`config.mk`:
```
export PLATFORM = sky130hd
export DESIGN_NAME = hazard_stall_ctrl_flat
export DESIGN_NICKNAME = d
export VERILOG_FILES = /design/src/rtl/hazard_stall_ctrl_pkg.sv /design/src/rtl/hazard_stall_ctrl_if.sv /design/src/rtl/hazard_stall_ctrl_sat_counter.sv /design/src/rtl/hazard_stall_ctrl.sv /design/src/flat_wrapper.sv
export SDC_FILE = /design/constraint.sdc
export NUM_CORES = 1
export LEC_CHECK = 0
export ABC_AREA = 1
export CAP_MARGIN = 30
export CORE_MARGIN = 2
export CORE_UTILIZATION = 25
export CTS_CLUSTER_DIAMETER = 50
export DETAILED_ROUTE_END_ITERATION = 6
export MAX_ROUTING_LAYER = met4
export SLEW_MARGIN = 10
export SYNTH_ARGS = -nofsm -noshare
export SYNTH_HDL_FRONTEND = slang
export SYNTH_SLANG_ARGS = --single-unit
```
`constraint.sdc`:
```
create_clock -name clk -period 2.7 [get_ports clk]
set_input_delay 0.675 -clock clk [delete_from_list [all_inputs] [get_ports clk]]
set_output_delay 0.675 -clock clk [all_outputs]
set_load 0.03 [all_outputs]
```
`src/rtl/hazard_stall_ctrl_pkg.sv`:
```
// rtl/hazard_stall_ctrl_pkg.sv - shared widths, defaults and FSM encodings for the hazard/stall controller
package hazard_stall_ctrl_pkg;

  localparam int REGFILE_ADDRESS_LEN = 4;
  localparam int MEM_TIMEOUT_DEFAULT = 64;

  typedef enum logic {
    HZ_RUN      = 1'b0,
    HZ_MEM_WAIT = 1'b1
  } hz_state_e;

endpackage

```
`src/rtl/hazard_stall_ctrl_if.sv`:
```
// rtl/hazard_stall_ctrl_if.sv - pipeline-side hazard inputs and freeze/flush/bubble strobes
interface hazard_stall_ctrl_if #(
  parameter int REG_ADDR_W = 4,
  parameter int CNT_W      = 16
);

  logic                  en_forwarding;
  logic [REG_ADDR_W-1:0] src1;
  logic [REG_ADDR_W-1:0] src2;
  logic                  src1_valid;
  logic                  src2_valid;
  logic [REG_ADDR_W-1:0] EXE_dst;
  logic                  EXE_wb_en;
  logic                  EXE_mem_r_en;
  logic [REG_ADDR_W-1:0] MEM_dst;
  logic                  MEM_wb_en;
  logic                  mem_req;
  logic                  mem_ready;
  logic                  branch_taken;

  logic                  hazard;
  logic                  freeze_pc;
  logic                  freeze_if_id;
  logic                  bubble_id_exe;
  logic                  freeze_all;
  logic                  flush_if_id;
  logic                  flush_id_exe;
  logic                  mem_timeout;
  logic [CNT_W-1:0]      stall_count;
  logic [CNT_W-1:0]      bubble_count;

  modport master (
    output en_forwarding, src1, src2, src1_valid, src2_valid,
           EXE_dst, EXE_wb_en, EXE_mem_r_en, MEM_dst, MEM_wb_en,
           mem_req, mem_ready, branch_taken,
    input  hazard, freeze_pc, freeze_if_id, bubble_id_exe, freeze_all,
           flush_if_id, flush_id_exe, mem_timeout, stall_count, bubble_count
  );

  modport slave (
    input  en_forwarding, src1, src2, src1_valid, src2_valid,
           EXE_dst, EXE_wb_en, EXE_mem_r_en, MEM_dst, MEM_wb_en,
           mem_req, mem_ready, branch_taken,
    output hazard, freeze_pc, freeze_if_id, bubble_id_exe, freeze_all,
           flush_if_id, flush_id_exe, mem_timeout, stall_count, bubble_count
  );

endinterface

```
`src/rtl/hazard_stall_ctrl_sat_counter.sv`:
```
// rtl/hazard_stall_ctrl_sat_counter.sv - up counter that sticks at all-ones instead of wrapping
module sat_counter #(
  parameter int WIDTH = 16
) (
  input  logic             clk,
  input  logic             rst,
  input  logic             inc_i,
  output logic [WIDTH-1:0] count_o
);

  logic [WIDTH-1:0] count_q;

  always_ff @(posedge clk) begin
    if (rst) begin
      count_q <= '0;
    end else if (inc_i && (count_q != '1)) begin
      count_q <= count_q + WIDTH'(1);
    end
  end

  assign count_o = count_q;

endmodule

```
`src/rtl/hazard_stall_ctrl.sv`:
```
// rtl/hazard_stall_ctrl.sv - RAW hazard detect, load-use bubbles, SRAM-wait freeze, branch flush sequencing
module hazard_stall_ctrl
  import hazard_stall_ctrl_pkg::*;
#(
  parameter int REG_ADDR_W  = REGFILE_ADDRESS_LEN,
  parameter int CNT_W       = 16,
  parameter int MEM_TIMEOUT = MEM_TIMEOUT_DEFAULT
) (
  input logic                clk,
  input logic                rst,
  hazard_stall_ctrl_if.slave bus
);

  localparam int                WAIT_W   = $clog2(MEM_TIMEOUT + 1);
  localparam logic [WAIT_W-1:0] WAIT_MAX = WAIT_W'(MEM_TIMEOUT - 1);

  hz_state_e             state_q;
  logic [WAIT_W-1:0]     wait_cnt_q;
  logic                  mem_timeout_q;

  logic [REG_ADDR_W-1:0] exe_dst;
  logic [REG_ADDR_W-1:0] mem_dst;
  logic                  raw_exe;
  logic                  raw_mem;
  logic                  hazard;
  logic                  freeze_all;

  assign exe_dst = bus.EXE_dst;
  assign mem_dst = bus.MEM_dst;

  assign raw_exe = bus.EXE_wb_en &&
                   ((bus.src1_valid && (bus.src1 == exe_dst)) ||
                    (bus.src2_valid && (bus.src2 == exe_dst)));
  assign raw_mem = bus.MEM_wb_en &&
                   ((bus.src1_valid && (bus.src1 == mem_dst)) ||
                    (bus.src2_valid && (bus.src2 == mem_dst)));

  // With forwarding only a load in EXE cannot be bypassed in time.
  assign hazard = bus.en_forwarding ? (raw_exe && bus.EXE_mem_r_en) : (raw_exe || raw_mem);

  assign freeze_all = (state_q == HZ_RUN) ? (bus.mem_req && !bus.mem_ready) : !bus.mem_ready;

  always_comb begin
    bus.freeze_pc     = 1'b0;
    bus.freeze_if_id  = 1'b0;
    bus.bubble_id_exe = 1'b0;
    bus.flush_if_id   = 1'b0;
    bus.flush_id_exe  = 1'b0;
    if (freeze_all) begin
      bus.freeze_pc    = 1'b1;
      bus.freeze_if_id = 1'b1;
    end else if (bus.branch_taken) begin
      bus.flush_if_id  = 1'b1;
      bus.flush_id_exe = 1'b1;
    end else if (hazard) begin
      bus.freeze_pc     = 1'b1;
      bus.freeze_if_id  = 1'b1;
      bus.bubble_id_exe = 1'b1;
    end
  end

  // Watchdog count holds at its limit so it cannot wrap during a hung access.
  always_ff @(posedge clk) begin
    if (rst) begin
      state_q       <= HZ_RUN;
      wait_cnt_q    <= '0;
      mem_timeout_q <= 1'b0;
    end else begin
      case (state_q)
        HZ_RUN: begin
          wait_cnt_q <= '0;
          if (bus.mem_req && !bus.mem_ready) begin
            state_q <= HZ_MEM_WAIT;
          end
        end
        HZ_MEM_WAIT: begin
          if (wait_cnt_q != WAIT_MAX) begin
            wait_cnt_q <= wait_cnt_q + WAIT_W'(1);
          end
          if (!bus.mem_ready && (wait_cnt_q == WAIT_MAX)) begin
            mem_timeout_q <= 1'b1;
          end
          if (bus.mem_ready) begin
            state_q <= HZ_RUN;
          end
        end
        default: state_q <= HZ_RUN;
      endcase
    end
  end

  sat_counter #(.WIDTH(CNT_W)) u_stall_cnt (
    .clk     (clk),
    .rst     (rst),
    .inc_i   (freeze_all || hazard),
    .count_o (bus.stall_count)
  );

  sat_counter #(.WIDTH(CNT_W)) u_bubble_cnt (
    .clk     (clk),
    .rst     (rst),
    .inc_i   (bus.bubble_id_exe),
    .count_o (bus.bubble_count)
  );

  assign bus.hazard      = hazard;
  assign bus.freeze_all  = freeze_all;
  assign bus.mem_timeout = mem_timeout_q;

endmodule

```
`src/flat_wrapper.sv`:
```
// flat-port wrapper written by rule: the top's interface ports become plain ports
module hazard_stall_ctrl_flat import hazard_stall_ctrl_pkg::*;
#(
  parameter int REG_ADDR_W  = REGFILE_ADDRESS_LEN,
  parameter int CNT_W       = 16,
  parameter int MEM_TIMEOUT = MEM_TIMEOUT_DEFAULT
)
  (clk, rst, bus_en_forwarding, bus_src1, bus_src2, bus_src1_valid, bus_src2_valid, bus_EXE_dst, bus_EXE_wb_en, bus_EXE_mem_r_en, bus_MEM_dst, bus_MEM_wb_en, bus_mem_req, bus_mem_ready, bus_branch_taken, bus_hazard, bus_freeze_pc, bus_freeze_if_id, bus_bubble_id_exe, bus_freeze_all, bus_flush_if_id, bus_flush_id_exe, bus_mem_timeout, bus_stall_count, bus_bubble_count);
  hazard_stall_ctrl_if #(.REG_ADDR_W(REG_ADDR_W), .CNT_W(CNT_W)) bus_i ();
  input logic clk;
  input logic rst;
  input wire logic [$bits(bus_i.en_forwarding)-1:0] bus_en_forwarding;
  input wire logic [$bits(bus_i.src1)-1:0] bus_src1;
  input wire logic [$bits(bus_i.src2)-1:0] bus_src2;
  input wire logic [$bits(bus_i.src1_valid)-1:0] bus_src1_valid;
  input wire logic [$bits(bus_i.src2_valid)-1:0] bus_src2_valid;
  input wire logic [$bits(bus_i.EXE_dst)-1:0] bus_EXE_dst;
  input wire logic [$bits(bus_i.EXE_wb_en)-1:0] bus_EXE_wb_en;
  input wire logic [$bits(bus_i.EXE_mem_r_en)-1:0] bus_EXE_mem_r_en;
  input wire logic [$bits(bus_i.MEM_dst)-1:0] bus_MEM_dst;
  input wire logic [$bits(bus_i.MEM_wb_en)-1:0] bus_MEM_wb_en;
  input wire logic [$bits(bus_i.mem_req)-1:0] bus_mem_req;
  input wire logic [$bits(bus_i.mem_ready)-1:0] bus_mem_ready;
  input wire logic [$bits(bus_i.branch_taken)-1:0] bus_branch_taken;
  output wire logic [$bits(bus_i.hazard)-1:0] bus_hazard;
  output wire logic [$bits(bus_i.freeze_pc)-1:0] bus_freeze_pc;
  output wire logic [$bits(bus_i.freeze_if_id)-1:0] bus_freeze_if_id;
  output wire logic [$bits(bus_i.bubble_id_exe)-1:0] bus_bubble_id_exe;
  output wire logic [$bits(bus_i.freeze_all)-1:0] bus_freeze_all;
  output wire logic [$bits(bus_i.flush_if_id)-1:0] bus_flush_if_id;
  output wire logic [$bits(bus_i.flush_id_exe)-1:0] bus_flush_id_exe;
  output wire logic [$bits(bus_i.mem_timeout)-1:0] bus_mem_timeout;
  output wire logic [$bits(bus_i.stall_count)-1:0] bus_stall_count;
  output wire logic [$bits(bus_i.bubble_count)-1:0] bus_bubble_count;
  assign bus_i.en_forwarding = bus_en_forwarding;
  assign bus_i.src1 = bus_src1;
  assign bus_i.src2 = bus_src2;
  assign bus_i.src1_valid = bus_src1_valid;
  assign bus_i.src2_valid = bus_src2_valid;
  assign bus_i.EXE_dst = bus_EXE_dst;
  assign bus_i.EXE_wb_en = bus_EXE_wb_en;
  assign bus_i.EXE_mem_r_en = bus_EXE_mem_r_en;
  assign bus_i.MEM_dst = bus_MEM_dst;
  assign bus_i.MEM_wb_en = bus_MEM_wb_en;
  assign bus_i.mem_req = bus_mem_req;
  assign bus_i.mem_ready = bus_mem_ready;
  assign bus_i.branch_taken = bus_branch_taken;
  assign bus_hazard = bus_i.hazard;
  assign bus_freeze_pc = bus_i.freeze_pc;
  assign bus_freeze_if_id = bus_i.freeze_if_id;
  assign bus_bubble_id_exe = bus_i.bubble_id_exe;
  assign bus_freeze_all = bus_i.freeze_all;
  assign bus_flush_if_id = bus_i.flush_if_id;
  assign bus_flush_id_exe = bus_i.flush_id_exe;
  assign bus_mem_timeout = bus_i.mem_timeout;
  assign bus_stall_count = bus_i.stall_count;
  assign bus_bubble_count = bus_i.bubble_count;
  hazard_stall_ctrl #(.REG_ADDR_W(REG_ADDR_W), .CNT_W(CNT_W), .MEM_TIMEOUT(MEM_TIMEOUT)) u_core (.clk(clk), .rst(rst), .bus(bus_i));
endmodule
```
==> results by group <==
Clock tree
  • Hold-fix buffers at CTS: 0
  • Sink Count: 41
  • Latest clock arrival within the worst-skew pair: 290 ps
  • CTS Buf Count: 5
  • H-tree levels: 2
  • Clk buf depth: 2
  • Clock Tree Root: clkbuf_8
  • CTS tree: yes
  • Setup repair bufs after CTS: 0
  • Clk slew on worst S/H paths: 80 ps

Timing
  • Headroom to the max-slew limit: 73.7%
  • Final TNS setup: 0 ps
  • Max Slew Vio Count: 0
  • Final setup violation count: 0
  • Crit share post-route: 96.2%
  • Min cycle time layout: 2600 ps
  • Least-Margin Pin Slew: 391 ps
  • Final hold slack: 469 ps
  • Max frequency: 385 MHz
  • RSZ-0062 raised after global routing: no
  • Final Hold Fails: 0
  • Final Skew: 4.83 ps

Synth
  • Ys async rst share: 0%
  • Leading area contributor after synthesis: dfxtp_1
  • Post-synthesis cell type count: 34
  • Compound-gate portion of the synthesized area: 8.85%
  • Main combinational cell family by area after synthesis: simple AND/OR/NAND/NOR gates
  • Top cells by area, synth: dfxtp_1 (30%), nand2_1 (14%), inv_1 (7.2%)
  • Top_reg_cell synth: dfxtp_1
  • Post-Synth Adder-Cell Area: 1.39%
  • Syn_area_per_cell: 6.67 µm²
  • Ys Warns: 0
  • Synth Area in Simple Gates: 40.8%
  • Register area share after synthesis: 30.4%
  • Post-synthesis cell area: 2700 µm²
  • Post-synthesis mux area share: 0%
  • Area share of the largest cell type after synthesis: 30.4%
  • Synth Area in XOR/XNOR: 8.75%
  • Syn Nets: 435
  • Post-synth EDFFs: 0
  • #FFs+latches synth: 41
  • Post-Syn Instances: 405

Place
  • Number of I/O port buffers: 66
  • HPWL Detailed: 5.51 mm
  • Placed cell areas: 3540 µm²
  • RePlAce Congestion: 0.833

Critical path
  • Data arrival, critical path: 1920 ps
  • Crit path launch type: input port
  • Critical R2R Launch: u_core.u_bubble_cnt.count_o[0]
  • Setup crit start: bus_src1_valid
  • RR Endpoint: u_core.u_bubble_cnt.count_o[0]
  • Worst Path Max Fanout: 2
  • Setup crit end: bus_bubble_id_exe
  • Slack of the worst reg-to-reg path: 610 ps
  • Worst reg2reg path depth: 10
  • Setup CP Type: input port to output pin
  • CP Capture Type: output pin
  • Worst Path Required: 2030 ps

Die
  • Die area: 11700 µm²
  • Chip height: 108 µm
  • Core ar.: 10400 µm²
  • I/O pin count: 67
  • Initial core utilization: 25.9%
  • DIE WIDTH: 108 µm
  • Cell Rows: 37

Route
  • DR vias: 2810
  • # DRC: 0
  • Vias/cell: 4.58
  • Routed len/inst: 11.9 µm
  • Starting DRT DRC Count: 83
  • Routed Wire Length: 7.29 mm
  • Post-route ant nets: 0
  • Initial DRT Pass Iterations: 4

Power and ir drop
  • Maximum vdd drop: 0.000166 V
  • P per Cell Area: 330 nW/µm²
  • Lkg Pwr: 1.48 nW
  • Total Power: 1.20 mW

Layout
  • Final core utilization: 35.0%
  • # diodes: 0
  • Share of layout cells above drive strength 1: 11.7%
  • Fill count: 1110
  • Most common cell after layout, fill and taps aside: nand2_1
  • Most frequent cells in the layout: nand2_1 (96), inv_1 (49), nor2_1 (43)
  • Final net count: 507
  • Design Area, Final: 3640 µm²
  • Area Overhead vs Synth: 34.8%

Status
  • Outcome: complete, no violations

Run
  • Max_cap viols: 0

GRT
  • Global route overflow: 0
  • Largest net degree at the start of global routing: 30
  • All-Layer GR Usage: 13.4%
  • Antenna violations before repair: 0
  • Vias in the first global route: 2725
  • Wire length of the first global-routing pass: 12.5 mm

Worst hold path
  • Class of the worst hold path: register to register
-- final cells by class --
cell class / instances / area [µm²] / area share (%)
clock buffer: 6 / 72.6 / 1.99
sequential: 41 / 821 / 22.5
timing repair buffer: 77 / 736 / 20.2
tap: 136 / 170 / 4.67
inverter: 52 / 195 / 5.36
multi-input combinational: 300 / 1640 / 44.9
clock inverter: 2 / 10.0 / 0.275
-- flip-flops by register name (all words and copies together), names as in the netlist --
register	flops
u_core.bus.mem_timeout	1
u_core.wait_cnt_q	7
u_core.u_bubble_cnt.count_o	16
u_core.state_q	1
u_core.u_stall_cnt.count_o	16
-- through the flow --
stage | worst slack [ps] | std cells
3_5_place_dp | -80.5 | 606
2_1_floorplan | 11.8 | 405
6_report | 102 | 614
5_1_grt | 4.02 | 614
3_3_place_gp | -41.7 | 606
4_1_cts | 13.9 | 614
-- metal layers --
metal / vias to the layer above / global-route usage [%] / wire [µm]
li1: 1463 / - / -
met1: 1275 / 17.5 / 3400
met2: 68 / 21.9 / 3520
met3: 4 / 2.41 / 314
met4: 0 / 2.93 / 51
met5: - / - / 0
-- critical path, cell delays in order --
cell and delay (ps):
clkdlybuf4s50_1 480, o21ai_0 90, nor2_1 80, nand3_1 80, nand2_1 80, nand2_2 60
nand2_2 80, nand2_2 60, nor2_2 100, buf_6 140
-- cells in the mapped netlist (2+ instances only) --
cell type and count:
nand2_1 100, inv_1 52, nor2_1 45, dfxtp_1 41, nand3_1 36, a21oi_1 22
nand4_1 19, xor2_1 16, nor3_1 12, xnor2_1 11, a21oi_2 7, clkbuf_1 5
nand2_2 4, buf_2 3, buf_4 3, ha_1 3, nand3b_1 3, o21ai_0 3
a41oi_1 2, nand3_4 2, nor2_4 2, nor3_4 2
-- worst min-delay path by stage --
stage / from / to / slack (ps) / cells past startpoint
floorplan: u_core.wait_cnt_q[6] / u_core.wait_cnt_q[6] / 420 / 2
finish: u_core.wait_cnt_q[6] / u_core.wait_cnt_q[6] / 470 / 2
global placement: u_core.wait_cnt_q[6] / u_core.wait_cnt_q[6] / 440 / 2
detailed placement: u_core.wait_cnt_q[6] / u_core.wait_cnt_q[6] / 450 / 2
CTS: u_core.wait_cnt_q[6] / u_core.wait_cnt_q[6] / 470 / 2
global route: u_core.wait_cnt_q[6] / u_core.wait_cnt_q[6] / 500 / 2
-- cell families after synthesis --
family,count (synthesis)
AOI/OAI and AO/OA,39
DFF,41
adders and majority gates,3
buffers and inverters,64
xor gates and xnor gates,27
and+or+nand+nor,231
-- what timing repair did --
| item | CTS | global route |
|---|---|---|
| pin swaps | 5 | 4 |
| endpoints found under the setup margin | 4 | 4 |
| gates resized for setup | 21 | 5 |
| hold endpoints to repair | 0 | 0 |
-- power breakdown --
part           switching (mW)  internal [mW]
Combinational           0.110         0.0790
Clock                   0.214          0.180
Sequential            0.00789          0.609
Total                   0.332          0.868
(Power assumes the default switching activity.)
